===== src/rtl/avr_io_intc_pkg.sv =====
// Shared definitions for the AVR I/O interrupt controller: register map,
// CTRL bit positions and arbitration FSM encoding.
package avr_io_intc_pkg;

  localparam logic [1:0] REG_PEND = 2'd0;
  localparam logic [1:0] REG_MASK = 2'd1;
  localparam logic [1:0] REG_EDGE = 2'd2;
  localparam logic [1:0] REG_CTRL = 2'd3;

  localparam int CTRL_GIE_BIT  = 0;
  localparam int CTRL_VECT_LSB = 4;
  localparam int CTRL_BUSY_BIT = 7;

  typedef enum logic [1:0] {
    ST_IDLE = 2'd0,
    ST_REQ  = 2'd1,
    ST_HOLD = 2'd2
  } intc_state_e;

endpackage


===== src/rtl/avr_io_intc_if.sv =====
// Core-side I/O register bus of the interrupt controller (4-register window).
interface avr_io_intc_if;
  logic       io_re;
  logic       io_we;
  logic [1:0] io_a;
  logic [7:0] io_di;
  logic [7:0] io_do;

  modport master (output io_re, io_we, io_a, io_do, input io_di);
  modport slave  (input io_re, io_we, io_a, io_do, output io_di);
endinterface


===== src/rtl/avr_io_intc_prio.sv =====
// Combinational fixed-priority encoder: lowest set index wins.
module avr_intc_prio #(
  parameter int N_IRQ  = 8,
  parameter int VECT_W = 3
) (
  input  logic [N_IRQ-1:0]  req,
  output logic              valid,
  output logic [VECT_W-1:0] idx
);

  // Scan from the top down so the lowest requesting index is written last.
  always_comb begin
    // NOTE: every output gets a default first so no path leaves it unassigned (no latch).
    valid = 1'b0;
    idx   = '0;
    for (int i = N_IRQ - 1; i >= 0; i--) begin
      if (req[i]) begin
        valid = 1'b1;
        idx   = VECT_W'(i);
      end
    end
  end

endmodule


===== src/rtl/avr_io_intc.sv =====
// AVR-style I/O interrupt controller: PEND/MASK/EDGE/CTRL registers, edge
// latches, fixed-priority arbitration and an IDLE->REQ->HOLD vector handshake.
module avr_io_intc
  import avr_io_intc_pkg::*;
#(
  parameter int N_IRQ  = 8,
  parameter int VECT_W = 3
) (
  input  logic              clk,
  input  logic              rst,
  avr_io_intc_if.slave      bus,
  input  logic [N_IRQ-1:0]  irq,
  output logic              iflag,
  output logic [VECT_W-1:0] ivect,
  input  logic              ieack,
  output logic [N_IRQ-1:0]  irq_ack
);

  intc_state_e       state, state_next;
  logic [N_IRQ-1:0]  mask_r, edge_sel_r, lat_r, irq_q;
  logic              gie_r;
  logic [VECT_W-1:0] ivect_r;
  logic              load_vect;

  logic [N_IRQ-1:0]  rise, pend, eligible, w1c, vect_oh;
  logic              arb_valid, frozen_ok, busy;
  logic [VECT_W-1:0] arb_idx;
  logic              wr_pend, wr_mask, wr_edge, wr_ctrl;
  logic [7:0]        rdata;

  assign wr_pend = bus.io_we && (bus.io_a == REG_PEND);
  assign wr_mask = bus.io_we && (bus.io_a == REG_MASK);
  assign wr_edge = bus.io_we && (bus.io_a == REG_EDGE);
  assign wr_ctrl = bus.io_we && (bus.io_a == REG_CTRL);

  assign w1c       = wr_pend ? bus.io_do[N_IRQ-1:0] : '0;
  assign rise      = irq & ~irq_q;
  assign pend      = (lat_r & edge_sel_r) | (irq & ~edge_sel_r);
  assign eligible  = gie_r ? (pend & mask_r) : '0;
  assign vect_oh   = N_IRQ'(1) << ivect_r;
  assign frozen_ok = |(eligible & vect_oh);
  assign busy      = (state != ST_IDLE);
  assign iflag     = (state == ST_REQ);
  assign ivect     = ivect_r;

  avr_intc_prio #(.N_IRQ(N_IRQ), .VECT_W(VECT_W)) u_prio (
    .req   (eligible),
    .valid (arb_valid),
    .idx   (arb_idx)
  );

  // Configuration registers written from the core.
  always_ff @(posedge clk or posedge rst) begin
    if (rst) begin
      mask_r     <= '0;
      edge_sel_r <= '0;
      gie_r      <= 1'b0;
    end else begin
      // NOTE: sequential state always uses non-blocking assignment so every flop samples pre-edge values.
      if (wr_mask) mask_r     <= bus.io_do[N_IRQ-1:0];
      if (wr_edge) edge_sel_r <= bus.io_do[N_IRQ-1:0];
      if (wr_ctrl) gie_r      <= bus.io_do[CTRL_GIE_BIT];
    end
  end

  // Edge detector and edge latches; a new rising edge beats a same-cycle clear.
  always_ff @(posedge clk or posedge rst) begin
    if (rst) begin
      irq_q <= '0;
      lat_r <= '0;
    end else begin
      irq_q <= irq;
      lat_r <= (lat_r & ~(w1c | irq_ack)) | (rise & edge_sel_r);
    end
  end

  // FSM state and the vector frozen at arbitration time.
  always_ff @(posedge clk or posedge rst) begin
    if (rst) begin
      state   <= ST_IDLE;
      ivect_r <= '0;
    end else begin
      state <= state_next;
      if (load_vect) ivect_r <= arb_idx;
    end
  end

  // Next-state and acknowledge logic; ieack outranks retraction in REQ.
  always_comb begin
    state_next = state;
    load_vect  = 1'b0;
    irq_ack    = '0;
    case (state)
      ST_IDLE: begin
        if (arb_valid) begin
          state_next = ST_REQ;
          load_vect  = 1'b1;
        end
      end
      ST_REQ: begin
        if (ieack) begin
          irq_ack    = vect_oh;
          state_next = ST_HOLD;
        end else if (!frozen_ok) begin
          state_next = ST_IDLE;
        end
      end
      ST_HOLD: state_next = ST_IDLE;
      default: state_next = ST_IDLE;
    endcase
  end

  // Read mux onto the wired-OR bus: all zeros unless this block is read.
  always_comb begin
    rdata = '0;
    if (bus.io_re) begin
      case (bus.io_a)
        REG_PEND: rdata[N_IRQ-1:0] = pend;
        REG_MASK: rdata[N_IRQ-1:0] = mask_r;
        REG_EDGE: rdata[N_IRQ-1:0] = edge_sel_r;
        REG_CTRL: begin
          rdata[CTRL_GIE_BIT]                = gie_r;
          rdata[CTRL_BUSY_BIT]               = busy;
          rdata[CTRL_VECT_LSB +: VECT_W]     = ivect_r;
        end
        default: rdata = '0;
      endcase
    end
  end

  assign bus.io_di = rdata;

endmodule


===== src/flat_wrapper.sv =====
// flat-port wrapper written by rule: the top's interface ports become plain ports
module avr_io_intc_flat import avr_io_intc_pkg::*;
#(
  parameter int N_IRQ  = 8,
  parameter int VECT_W = 3
)
  (clk, rst, irq, iflag, ivect, ieack, irq_ack, bus_io_re, bus_io_we, bus_io_a, bus_io_do, bus_io_di);
  avr_io_intc_if bus_i ();
  input  logic clk;
  input  logic rst;
  input  logic [N_IRQ-1:0] irq;
  output logic iflag;
  output logic [VECT_W-1:0] ivect;
  input  logic ieack;
  output logic [N_IRQ-1:0] irq_ack;
  input wire logic [$bits(bus_i.io_re)-1:0] bus_io_re;
  input wire logic [$bits(bus_i.io_we)-1:0] bus_io_we;
  input wire logic [$bits(bus_i.io_a)-1:0] bus_io_a;
  input wire logic [$bits(bus_i.io_do)-1:0] bus_io_do;
  output wire logic [$bits(bus_i.io_di)-1:0] bus_io_di;
  assign bus_i.io_re = bus_io_re;
  assign bus_i.io_we = bus_io_we;
  assign bus_i.io_a = bus_io_a;
  assign bus_i.io_do = bus_io_do;
  assign bus_io_di = bus_i.io_di;
  avr_io_intc #(.N_IRQ(N_IRQ), .VECT_W(VECT_W)) u_core (.clk(clk), .rst(rst), .bus(bus_i), .irq(irq), .iflag(iflag), .ivect(ivect), .ieack(ieack), .irq_ack(irq_ack));
endmodule

===== config.mk =====
export PLATFORM = sky130hd
export DESIGN_NAME = avr_io_intc_flat
export DESIGN_NICKNAME = d
export VERILOG_FILES = /design/src/rtl/avr_io_intc_pkg.sv /design/src/rtl/avr_io_intc_if.sv /design/src/rtl/avr_io_intc_prio.sv /design/src/rtl/avr_io_intc.sv /design/src/flat_wrapper.sv
export SDC_FILE = /design/constraint.sdc
export NUM_CORES = 1
export LEC_CHECK = 0
export ABC_AREA = 1
export BUFFER_PORTS_ARGS = -buffer_cell sky130_fd_sc_hd__buf_2
export CAP_MARGIN = 15
export CORE_MARGIN = 2
export CORE_UTILIZATION = 45
export DETAILED_ROUTE_END_ITERATION = 10
export GPL_ROUTABILITY_DRIVEN = 0
export PLACE_DENSITY = 0.68
export SYNTH_ARGS = -nofsm -noshare
export SYNTH_HDL_FRONTEND = slang
export SYNTH_HIERARCHICAL = 1
export SYNTH_SLANG_ARGS = --single-unit

===== constraint.sdc =====
create_clock -name clk -period 1.31 [get_ports clk]
set_input_delay 0.262 -clock clk [delete_from_list [all_inputs] [get_ports clk]]
set_output_delay 0.262 -clock clk [all_outputs]
set_load 0.05 [all_outputs]

==> out/metrics.cfg <==
[status]
status=finished, violations left
violations=negative setup slack

[worst_setup_path]
cp_max_fo=8
path_cells=buf_6, nand2_2, a21oi_2, inv_1, nand4_1, inv_1, nand2_2, nand3_4, nor2_4, a21oi_2
required_ns=1.49
worstSetupPathType=reg -> reg
path_buf_inv=3
cp_slowest_cell=dfrtp_2
crit_path_end_kind=register
critical-path-top-delay-family=simple AND/OR/NAND/NOR gates
start_kind=register
max_stage_delay_ns=0.51
cp_data_arrival_time_ns=1.91

[logic_synthesis]
synth_compound_area_share_pct=16.7
yosys.area_share.simple_pct=30.0
synth_seq_cells=38
synth.net_count=324
synth_top_family_by_area=simple AND/OR/NAND/NOR gates
synth_edf_count=0
syn_area_per_cell_um2=7.24
syn_area_mm2=0.00218
synth_seq_area_share_pct=43.7
async_reset_ff_share_pct=100
synth_mux_area_share_pct=0
synth_fa_ha_area_share_pct=0
synth.distinct_cells=25
synth_warnings=6
synth_xor_area_share_pct=0
synth_cells=301
synth_ff_type=dfrtp_1

[clock_network]
cts-root-buf=clkbuf_8
cts.path.max_buffers=2
cts_tree=built
cts_sinks=38
cts_buffers=5
cts-htree-levels=2
clkLatencyLatePin_ns=0.30
clk_pin_slew_worst_paths_ns=0.08
postCtsHoldBufs=0

[die]
initial_core_util_pct=46.4
die_h_um=73.6
io_pins=43
die_area_mm2=0.00541
die_w_um=73.6
core_area_mm2=0.00469
rows=25

[timing]
whs_ns=0.00160
slew_violations=0
rsz0062_at_grt=yes
slew_headroom_pct=72.7
hold_viol=0
fin_crit_ns=1.74
setup_ws_ns=-0.425
fmax_mhz=576
worstMarginPinSlew_ns=0.408
skew_ns=0.0111
period_share_pct=132
setup_viol=23

[power]
p_leak_nw=1.93
p_per_area_mw_per_mm2=1640
ir_drop_mv=0.827

[route]
drt-total-wl_um=8480
dr.pass1.iters=5
vias_per_cell=5.54
antenna_left=0
drt-initial-drc-count=204
drc_errors=0
wire_per_inst_um=17.6
num_vias=2675

[global_route]
grt_pass1_wl_um=11400
grt_max_degree=39
grtUsageTotal_pct=28.1
grt_pass1_vias=2483
antenna_found_initial=0
grt-ovfl-total=0

[layout]
antennaDiodeCount=0
regArea_um2=956
multi_input_area_mm2=0.00148
area_growth_pct=77.3
fillers=267
utilization_pct=82.3
final_layout_size_suffix_gt1_share_pct=61.8
nets=451

[run]
cap_violations=0

[placed_design]
dp.final_hpwl_um=4790
numPortBuffers=42

[min_path]
min_path_type=in -> async

-- metrics by stage --
step / total power, mW / std cells / instance area (µm²) / setup WS [ns] / setup TNS [ns]
after floorplan: 3.25 / 301 / 2380 / -0.356 / -4.60
after global placement: 4.17 / 458 / 3150 / -0.253 / -3.60
after detailed placement: 4.22 / 458 / 3150 / -0.284 / -4.02
after CTS: 5.67 / 476 / 3610 / -0.424 / -6.03
after global routing: 6.61 / 483 / 3860 / -0.472 / -8.34
final: 6.33 / 483 / 3860 / -0.425 / -7.15
-- power breakdown --
part           switching [mW]  internal [mW]  total (mW)
clock                   0.432          0.570        1.00
combinational            2.06           1.51        3.57
sequential              0.297           1.46        1.76
-- routing by layer --
layer  global-route usage, %  share of wire (%)  up-vias
li1                        -                  -     1206
met1                    34.4                 39     1288
met2                    49.3                 51      146
met3                    4.12                6.3       35
met4                    10.9                3.9        0
met5                       0                  0        -
-- cells in the mapped netlist (2+ instances only) --
master,n,area (µm²)
inv_2,3,11.3
o22ai_1,5,31.3
nor2_4,2,22.5
o21ai_0,9,45.0
nand3_1,11,55.1
dfrtp_1,38,951
a21oi_1,21,105
nor2_1,17,63.8
nand2_1,107,402
nor2_2,2,12.5
buf_6,2,22.5
nor3_1,6,30.0
o21ai_2,16,140
inv_1,44,165
o21ai_1,3,15.0
nand2_2,3,18.8
nand3b_1,2,15.0
a31oi_1,3,18.8
-- registers in the layout, indices dropped and copies added, names as in the netlist --
| name | cells |
|---|---|
| u_core/edge_sel_r | 8 |
| u_core/gie_r | 1 |
| u_core/irq_q | 8 |
| u_core/ivect | 3 |
| u_core/lat_r | 8 |
| u_core/mask_r | 8 |
| u_core/state | 2 |
-- layout by cell type (no fill, tap or decap), drive strengths merged --
master / count
o22ai: 5
a31oi: 3
nand3b: 2
a21oi: 21
bufinv: 1
buf: 123
o21ai: 28
nand3: 11
nand2: 111
clkinvlp: 4
inv: 43
nor2: 21
clkbuf: 8
a22oi: 1
nand4: 1
dfrtp: 38
or2: 1
nor3: 7
-- tightest hold or removal path, delay by kind of cell --
kind	cells	cell delay (ns)
buf+inv	3	0.41
-- cell type report --
type                    count  area share, %
clock buffers               7           1.98
inverters                  47           5.09
flip-flops and latches     38           24.7
multi-input cells         212           38.3
repair buffers            124           27.4
clock inverters             1          0.777
well taps                  54           1.75
-- cells by family after synthesis --
family,after synthesis
DFF,38
and+or+nand+nor,154
AOI/OAI and AO/OA,58
buffers and inverters,51
-- repair_timing --
action	in CTS	in global routing
setup endpoints to repair	23	27
pin swaps	19	14
setup buffers	11	10
gates resized for setup	93	62
-- final timing paths --
kind                            startpoint              end  slack, ns  depth (start not counted)
setup / recovery              u_core/gie_r  u_core/ivect[2]      -0.43                         10
hold / removal                         rst  u_core/ivect[0]      0.002                          3
setup reg to reg              u_core/gie_r  u_core/ivect[2]      -0.43                         10
hold reg to reg            u_core/irq_q[5]  u_core/lat_r[5]       0.42                          1
max in group asynchronous              rst  u_core/ivect[2]       1.07                          3
min in group clk                    irq[7]  u_core/irq_q[7]       0.10                          1
(Power assumes the default switching activity.)
